[config.mk]
export PLATFORM = sky130hd
export DESIGN_NAME = cmos_reg_cfg
export DESIGN_NICKNAME = d
export VERILOG_FILES = /design/src/rtl/cmos_reg_cfg_pkg.sv /design/src/rtl/cmos_reg_cfg.sv
export SDC_FILE = /design/constraint.sdc
export NUM_CORES = 1
export LEC_CHECK = 0
export ABC_AREA = 1
export BUFFER_PORTS_ARGS = -buffer_cell sky130_fd_sc_hd__buf_4
export CORE_MARGIN = 3
export CORE_UTILIZATION = 45
export CTS_CLUSTER_DIAMETER = 200
export DETAILED_ROUTE_END_ITERATION = 7
export PLACE_DENSITY_LB_ADDON = 0.1
export SETUP_SLACK_MARGIN = 0.1
export SYNTH_ARGS = -nofsm -noshare
export SYNTH_HDL_FRONTEND = slang
export SYNTH_SLANG_ARGS = --single-unit
[constraint.sdc]
create_clock -name clk -period 2.72 [get_ports clk]
set_input_delay 0.272 -clock clk [delete_from_list [all_inputs] [get_ports clk]]
set_output_delay 0.272 -clock clk [all_outputs]
set_load 0.01 [all_outputs]
[src/rtl/cmos_reg_cfg_pkg.sv]
// Shared definitions for the CMOS sensor power-up register sequencer:
// i2c_master command bits, sequencer state encoding and a state helper.
package cmos_reg_cfg_pkg;

    // Command bits understood by i2c_master; OR them to combine.
    localparam logic [3:0] CMD_START = 4'b0001;
    localparam logic [3:0] CMD_WRITE = 4'b0010;
    localparam logic [3:0] CMD_READ  = 4'b0100;
    localparam logic [3:0] CMD_STOP  = 4'b1000;

    typedef enum logic [3:0] {
        ST_IDLE      = 4'd0,
        ST_WAIT_INIT = 4'd1,
        ST_DEV       = 4'd2,
        ST_RADDR_H   = 4'd3,
        ST_RADDR_L   = 4'd4,
        ST_DATA      = 4'd5,
        ST_CHECK     = 4'd6,
        ST_GAP       = 4'd7,
        ST_FINISH    = 4'd8
    } state_e;

    // True for the states that push one byte through i2c_master.
    function automatic logic is_byte_state(input state_e s);
        return (s == ST_DEV) || (s == ST_RADDR_H) || (s == ST_RADDR_L) || (s == ST_DATA);
    endfunction

endpackage

[src/rtl/cmos_reg_cfg.sv]
// Power-up register sequencer: walks the sensor register table and turns each
// entry into one SCCB/I2C write (dev addr, reg addr, data+STOP) via i2c_master.
// Handshake: req is a one-cycle strobe; cmd/din stay stable from req until the
// matching done pulse; no new req is raised before that done is seen, and done
// is ignored unless a byte is outstanding.
module cmos_reg_cfg
    import cmos_reg_cfg_pkg::*;
#(
    parameter logic [7:0] DEV_ADDR  = 8'h78,
    parameter bit         ADDR16    = 1'b1,
    parameter int         REG_NUM   = 252,
    parameter int         INIT_DLY  = 50000,
    parameter int         GAP_CYC   = 500,
    parameter int         MAX_RETRY = 3,
    localparam int        IDX_W     = (REG_NUM > 1) ? $clog2(REG_NUM) : 1
) (
    input  logic             clk,
    input  logic             rst_n,
    input  logic             cfg_start,
    output logic             cfg_busy,
    output logic             cfg_done,
    output logic             cfg_err,
    output logic [7:0]       err_cnt,
    output logic [IDX_W-1:0] lut_index,
    input  logic [23:0]      lut_data,
    output logic             req,
    output logic [3:0]       cmd,
    output logic [7:0]       din,
    input  logic             done,
    input  logic             slave_ack,
    output state_e           dbg_state
);

    localparam int CNT_MAX = (INIT_DLY > GAP_CYC) ? INIT_DLY : GAP_CYC;
    localparam int CNT_W   = $clog2(CNT_MAX + 1);
    localparam int RETRY_W = (MAX_RETRY > 0) ? $clog2(MAX_RETRY + 1) : 1;

    state_e             state_q, state_d;
    logic [CNT_W-1:0]   cnt_q, cnt_d;       // shared init-delay / bus-free counter
    logic [RETRY_W-1:0] retry_q, retry_d;
    logic [IDX_W-1:0]   idx_q, idx_d;
    logic               sent_q, sent_d;     // req already issued for current byte
    logic               nack_q, nack_d;     // any NACK seen in this transaction
    logic               busy_q, busy_d;
    logic               done_q, done_d;
    logic               err_q, err_d;
    logic [7:0]         err_cnt_q, err_cnt_d;
    logic               byte_fin;

    assign cfg_busy  = busy_q;
    assign cfg_done  = done_q;
    assign cfg_err   = err_q;
    assign err_cnt   = err_cnt_q;
    assign lut_index = idx_q;
    assign dbg_state = state_q;

    // Next-state, counters and i2c_master command outputs.
    always_comb begin
        state_d   = state_q;
        cnt_d     = cnt_q;
        retry_d   = retry_q;
        idx_d     = idx_q;
        sent_d    = sent_q;
        nack_d    = nack_q;
        done_d    = done_q;
        err_d     = err_q;
        err_cnt_d = err_cnt_q;
        req       = 1'b0;
        cmd       = '0;
        din       = '0;
        byte_fin  = 1'b0;

        // Common byte handshake: strobe once, then wait for done.
        if (is_byte_state(state_q)) begin
            req = !sent_q;
            if (!sent_q) begin
                sent_d = 1'b1;
            end else if (done) begin
                sent_d   = 1'b0;
                nack_d   = nack_q | slave_ack;
                byte_fin = 1'b1;
            end
        end

        case (state_q)
            ST_IDLE: begin
                if (cfg_start) begin
                    done_d    = 1'b0;
                    err_d     = 1'b0;
                    err_cnt_d = '0;
                    idx_d     = '0;
                    cnt_d     = '0;
                    retry_d   = '0;
                    state_d   = ST_WAIT_INIT;
                end
            end
            ST_WAIT_INIT: begin
                if (cnt_q == CNT_W'(INIT_DLY - 1)) begin
                    cnt_d   = '0;
                    state_d = ST_DEV;
                end else begin
                    cnt_d = cnt_q + CNT_W'(1);
                end
            end
            ST_DEV: begin
                cmd = CMD_START | CMD_WRITE;
                din = DEV_ADDR;
                if (byte_fin) state_d = ADDR16 ? ST_RADDR_H : ST_RADDR_L;
            end
            ST_RADDR_H: begin
                cmd = CMD_WRITE;
                din = lut_data[23:16];
                if (byte_fin) state_d = ST_RADDR_L;
            end
            ST_RADDR_L: begin
                cmd = CMD_WRITE;
                din = lut_data[15:8];
                if (byte_fin) state_d = ST_DATA;
            end
            ST_DATA: begin
                cmd = CMD_WRITE | CMD_STOP;
                din = lut_data[7:0];
                if (byte_fin) state_d = ST_CHECK;
            end
            ST_CHECK: begin
                nack_d  = 1'b0;
                state_d = ST_GAP;
                if (nack_q && (retry_q != RETRY_W'(MAX_RETRY))) begin
                    retry_d = retry_q + RETRY_W'(1);
                end else begin
                    retry_d = '0;
                    if (nack_q) begin
                        err_d = 1'b1;
                        if (err_cnt_q != 8'hFF) err_cnt_d = err_cnt_q + 8'd1;
                    end
                    if (idx_q == IDX_W'(REG_NUM - 1)) begin
                        state_d = ST_FINISH;
                        done_d  = 1'b1;
                    end else begin
                        idx_d = idx_q + IDX_W'(1);
                    end
                end
            end
            ST_GAP: begin
                if (cnt_q == CNT_W'(GAP_CYC - 1)) begin
                    cnt_d   = '0;
                    state_d = ST_DEV;
                end else begin
                    cnt_d = cnt_q + CNT_W'(1);
                end
            end
            ST_FINISH: begin
                state_d = ST_IDLE;
            end
            default: begin
                state_d = ST_IDLE;
            end
        endcase

        busy_d = (state_d != ST_IDLE) && (state_d != ST_FINISH);
    end

    // State and counter registers; reset self-starts the table walk.
    always_ff @(posedge clk) begin
        if (!rst_n) begin
            state_q   <= ST_WAIT_INIT;
            cnt_q     <= '0;
            retry_q   <= '0;
            idx_q     <= '0;
            sent_q    <= 1'b0;
            nack_q    <= 1'b0;
            busy_q    <= 1'b0;
            done_q    <= 1'b0;
            err_q     <= 1'b0;
            err_cnt_q <= '0;
        end else begin
            state_q   <= state_d;
            cnt_q     <= cnt_d;
            retry_q   <= retry_d;
            idx_q     <= idx_d;
            sent_q    <= sent_d;
            nack_q    <= nack_d;
            busy_q    <= busy_d;
            done_q    <= done_d;
            err_q     <= err_d;
            err_cnt_q <= err_cnt_d;
        end
    end

endmodule

==> metrics.csv <==
stage,metric,value,unit
placed_design,post-place-ws,0.811,ns
power_and_ir_drop,power,0.00128,W
cts,clkLatencyLatePin,0.29,ns
run_status,status,finished clean,
sta,period_needed,1.93,ns
cts,cts_tree,done,
sta,fin_skew,0.00491,ns
cts,clock-sinks,43,
power_and_ir_drop,leakage,1.51,nW
global_routing,grt_start_max_net_pins,17,
setup_path,rrSetupSlack,0.79,ns
die,std_cell_rows,27,
setup_path,worstSetupPathType,reg -> reg,
setup_path,startpoint_type,flip-flop,
global_routing,grt_pass1_vias,2607,
final_layout,n_antenna_cell,0,
drt,post-route-drc-count,0,
sta,tns,0,ns
die,dieWidth,83.7,um
synthesis,ys_ff_latch,43,
global_routing,grt_overflow,0,
global_routing,grt.met2_usage,35.1,%
cts,clkTransAtPathRegs,0.08,ns
final_layout,fin_util,58.9,%
sta,rsz0062_at_grt,no,
sta,hold_violations,0,
drt,wirelength,7.03,mm
synthesis,synth-edff-count,0,
drt,first_pass_iters,4,
synthesis,synth_ff_type,dfxtp_1,
final_layout,multi_input_area,0.00159,sq mm
die,die_area,0.00700,sq mm
final_layout,drive_gt1_share,19.3,%
global_routing,grtUsageTotal,20.4,%
drt,vias_per_cell,4.99,
drt,ant_nets,0,
final_layout,register_area,861,sq um
placed_design,place_congestion,0.844,
global_routing,top_usage_layer,met2,
synthesis,synth-seq-area-share,31.7,%
cts,htreeDepth,2,
synthesis,syn_area_per_cell,6.21,sq um
die,core,0.00568,sq mm
synthesis,synth_fp_nets,470,
final_layout,syn_to_final_growth,23.2,%
final_layout,fill_cells,571,
final_layout,layout_common_cells,"nand2_1, nor2_1, buf_4, inv_1, dfxtp_1",
power_and_ir_drop,p_per_area,382,mW/mm^2
synthesis,syn_inst,437,
synthesis,syn_area,0.00272,sq mm
drt,wire_per_inst,12.3,um
global_routing,gr-usage-met1,26.4,%
sta,period_share,71.1,%
sta,slew_violations,0,
sta,fmax,517,MHz
cts,cts.root.buffer_cell,clkbuf_8,
final_layout,final_net_count,534,
sta,setup_viol,0,
final_layout,layout_commonest_cell,nand2_1,
global_routing,grt_pass1_wl,12.0,mm
worst_hold_path,hp-class,in -> reg,
placed_design,dp_hpwl,5.41,mm
power_and_ir_drop,ir_drop,0.000301,V
synthesis,ys_types,38,
synthesis,ys_warn_count,0,
synthesis,synthArstFlopShare,0,%
setup_path,critPathMaxFanout,11,
global_routing,use_met3,3.55,%
sta,layout_setup_ws,0.785,ns
drt,vias,2867,
cts,hold_buffers,0,
die,fp.dieH,83.7,um
drt,drt-initial-drc-count,149,
setup_path,cp.arrival,2.17,ns
job,drv_cap,0,
die,start_util,47.8,%
placed_design,place.port_buffers,63,
cts,post-cts-setup-buffers,0,
global_routing,antenna_found_initial,0,
cts,cts_buffers,5,
die,num_io_pins,65,
cts,ctsResizeCount,0,
setup_path,critPathRequiredTime,2.95,ns
cts,clk_path_buf_depth,2,
setup_path,endpoint_kind,flip-flop,
cell families (layout without fill, tap and decap cells):
group / after synthesis / count (layout) / share of synthesized area (%)
other: 1 / 1 / 0.138
XOR/XNOR: 6 / 6 / 1.94
AO/OA/AOI/OAI: 47 / 47 / 10.0
flip-flops: 43 / 43 / 31.7
buffers and inverters: 62 / 127 / 9.91
AND/OR/NAND/NOR: 274 / 274 / 44.5
adder cells (fa/ha/maj): 4 / 4 / 1.84
critical path, stage by stage (launching register included):
cell and delay (ns):
dfxtp_1 0.44, nand2_1 0.11, nor2_2 0.09, buf_4 0.20
inv_1 0.21, nand2_2 0.15, nand3_2 0.21, inv_1 0.23
nand3_1 0.09, a21oi_1 0.13
cell usage after synthesis (2+ instances only):
cell type | number | area share [%]
nand2_4 | 2 | 0.83
nor3b_1 | 2 | 0.55
a31o_2 | 2 | 0.65
nand3_2 | 7 | 2.6
o21ai_1 | 6 | 1.1
ha_1 | 4 | 1.8
xor2_1 | 4 | 1.3
nor3_1 | 8 | 1.5
a221oi_1 | 4 | 1.3
nand2_1 | 131 | 18
buf_6 | 4 | 1.7
or2_2 | 2 | 0.46
nand4_1 | 4 | 0.92
nor2_2 | 2 | 0.46
nand2_2 | 5 | 1.2
clkinv_1 | 2 | 0.28
xnor2_1 | 2 | 0.65
dfxtp_1 | 43 | 32
nand3_1 | 32 | 5.9
a21oi_1 | 23 | 4.2
o21ai_0 | 6 | 1.1
a31oi_1 | 2 | 0.46
inv_1 | 51 | 7.1
buf_2 | 2 | 0.37
nor2_1 | 74 | 10
flip-flops by register name, summed over array words and instances, names as in the netlist:
| name | flops |
|---|---|
| nack_q | 1 |
| dbg_state | 4 |
| retry_q | 2 |
| err_cnt | 8 |
| lut_index | 8 |
| cfg_err | 1 |
| cnt_q | 16 |
| sent_q | 1 |
| cfg_busy | 1 |
| cfg_done | 1 |
where the power goes:
group / switching, W / internal, W / leakage, nW / total, W
clock network: 0.000221 / 0.000297 / 0.0612 / 0.000518
logic: 0.0000644 / 0.0000502 / 1.10 / 0.000115
registers: 0.00000842 / 0.000638 / 0.348 / 0.000646
total: 0.000293 / 0.000985 / 1.51 / 0.00128
routing by layer:
layer / part of all wire, % / routed length, um
met2: 48 / 3340
met3: 5.0 / 349
met5: 0 / 0
met1: 46 / 3270
met4: 1.0 / 72
per-stage QoR:
| step | hold slack, ns | cell area [sq um] | instances |
|---|---|---|---|
| floorplan | 0.419 | 2720 | 437 |
| global placement | 0.450 | 3230 | 566 |
| detailed placement | 0.459 | 3230 | 566 |
| CTS | 0.260 | 3340 | 574 |
| global route | 0.277 | 3340 | 574 |
| finish | 0.261 | 3340 | 574 |
worst paths after layout:
path,depth (start not counted),startpoint,end
max,9,dbg_state[1],lut_index[1]
min,2,rst_n,dbg_state[0]
max reg2reg,9,dbg_state[1],lut_index[1]
min reg2reg,2,cfg_err,cfg_err
area by class of cell:
cell class | instances | share of cell area [%]
clock buffer | 6 | 2.47
clock inverter | 2 | 1.05
inverter | 54 | 6.06
multi-input combinational | 332 | 47.4
sequential | 43 | 25.7
tap | 72 | 2.69
timing repair buffer | 65 | 14.6
Power figures use the tool's default switching activity.
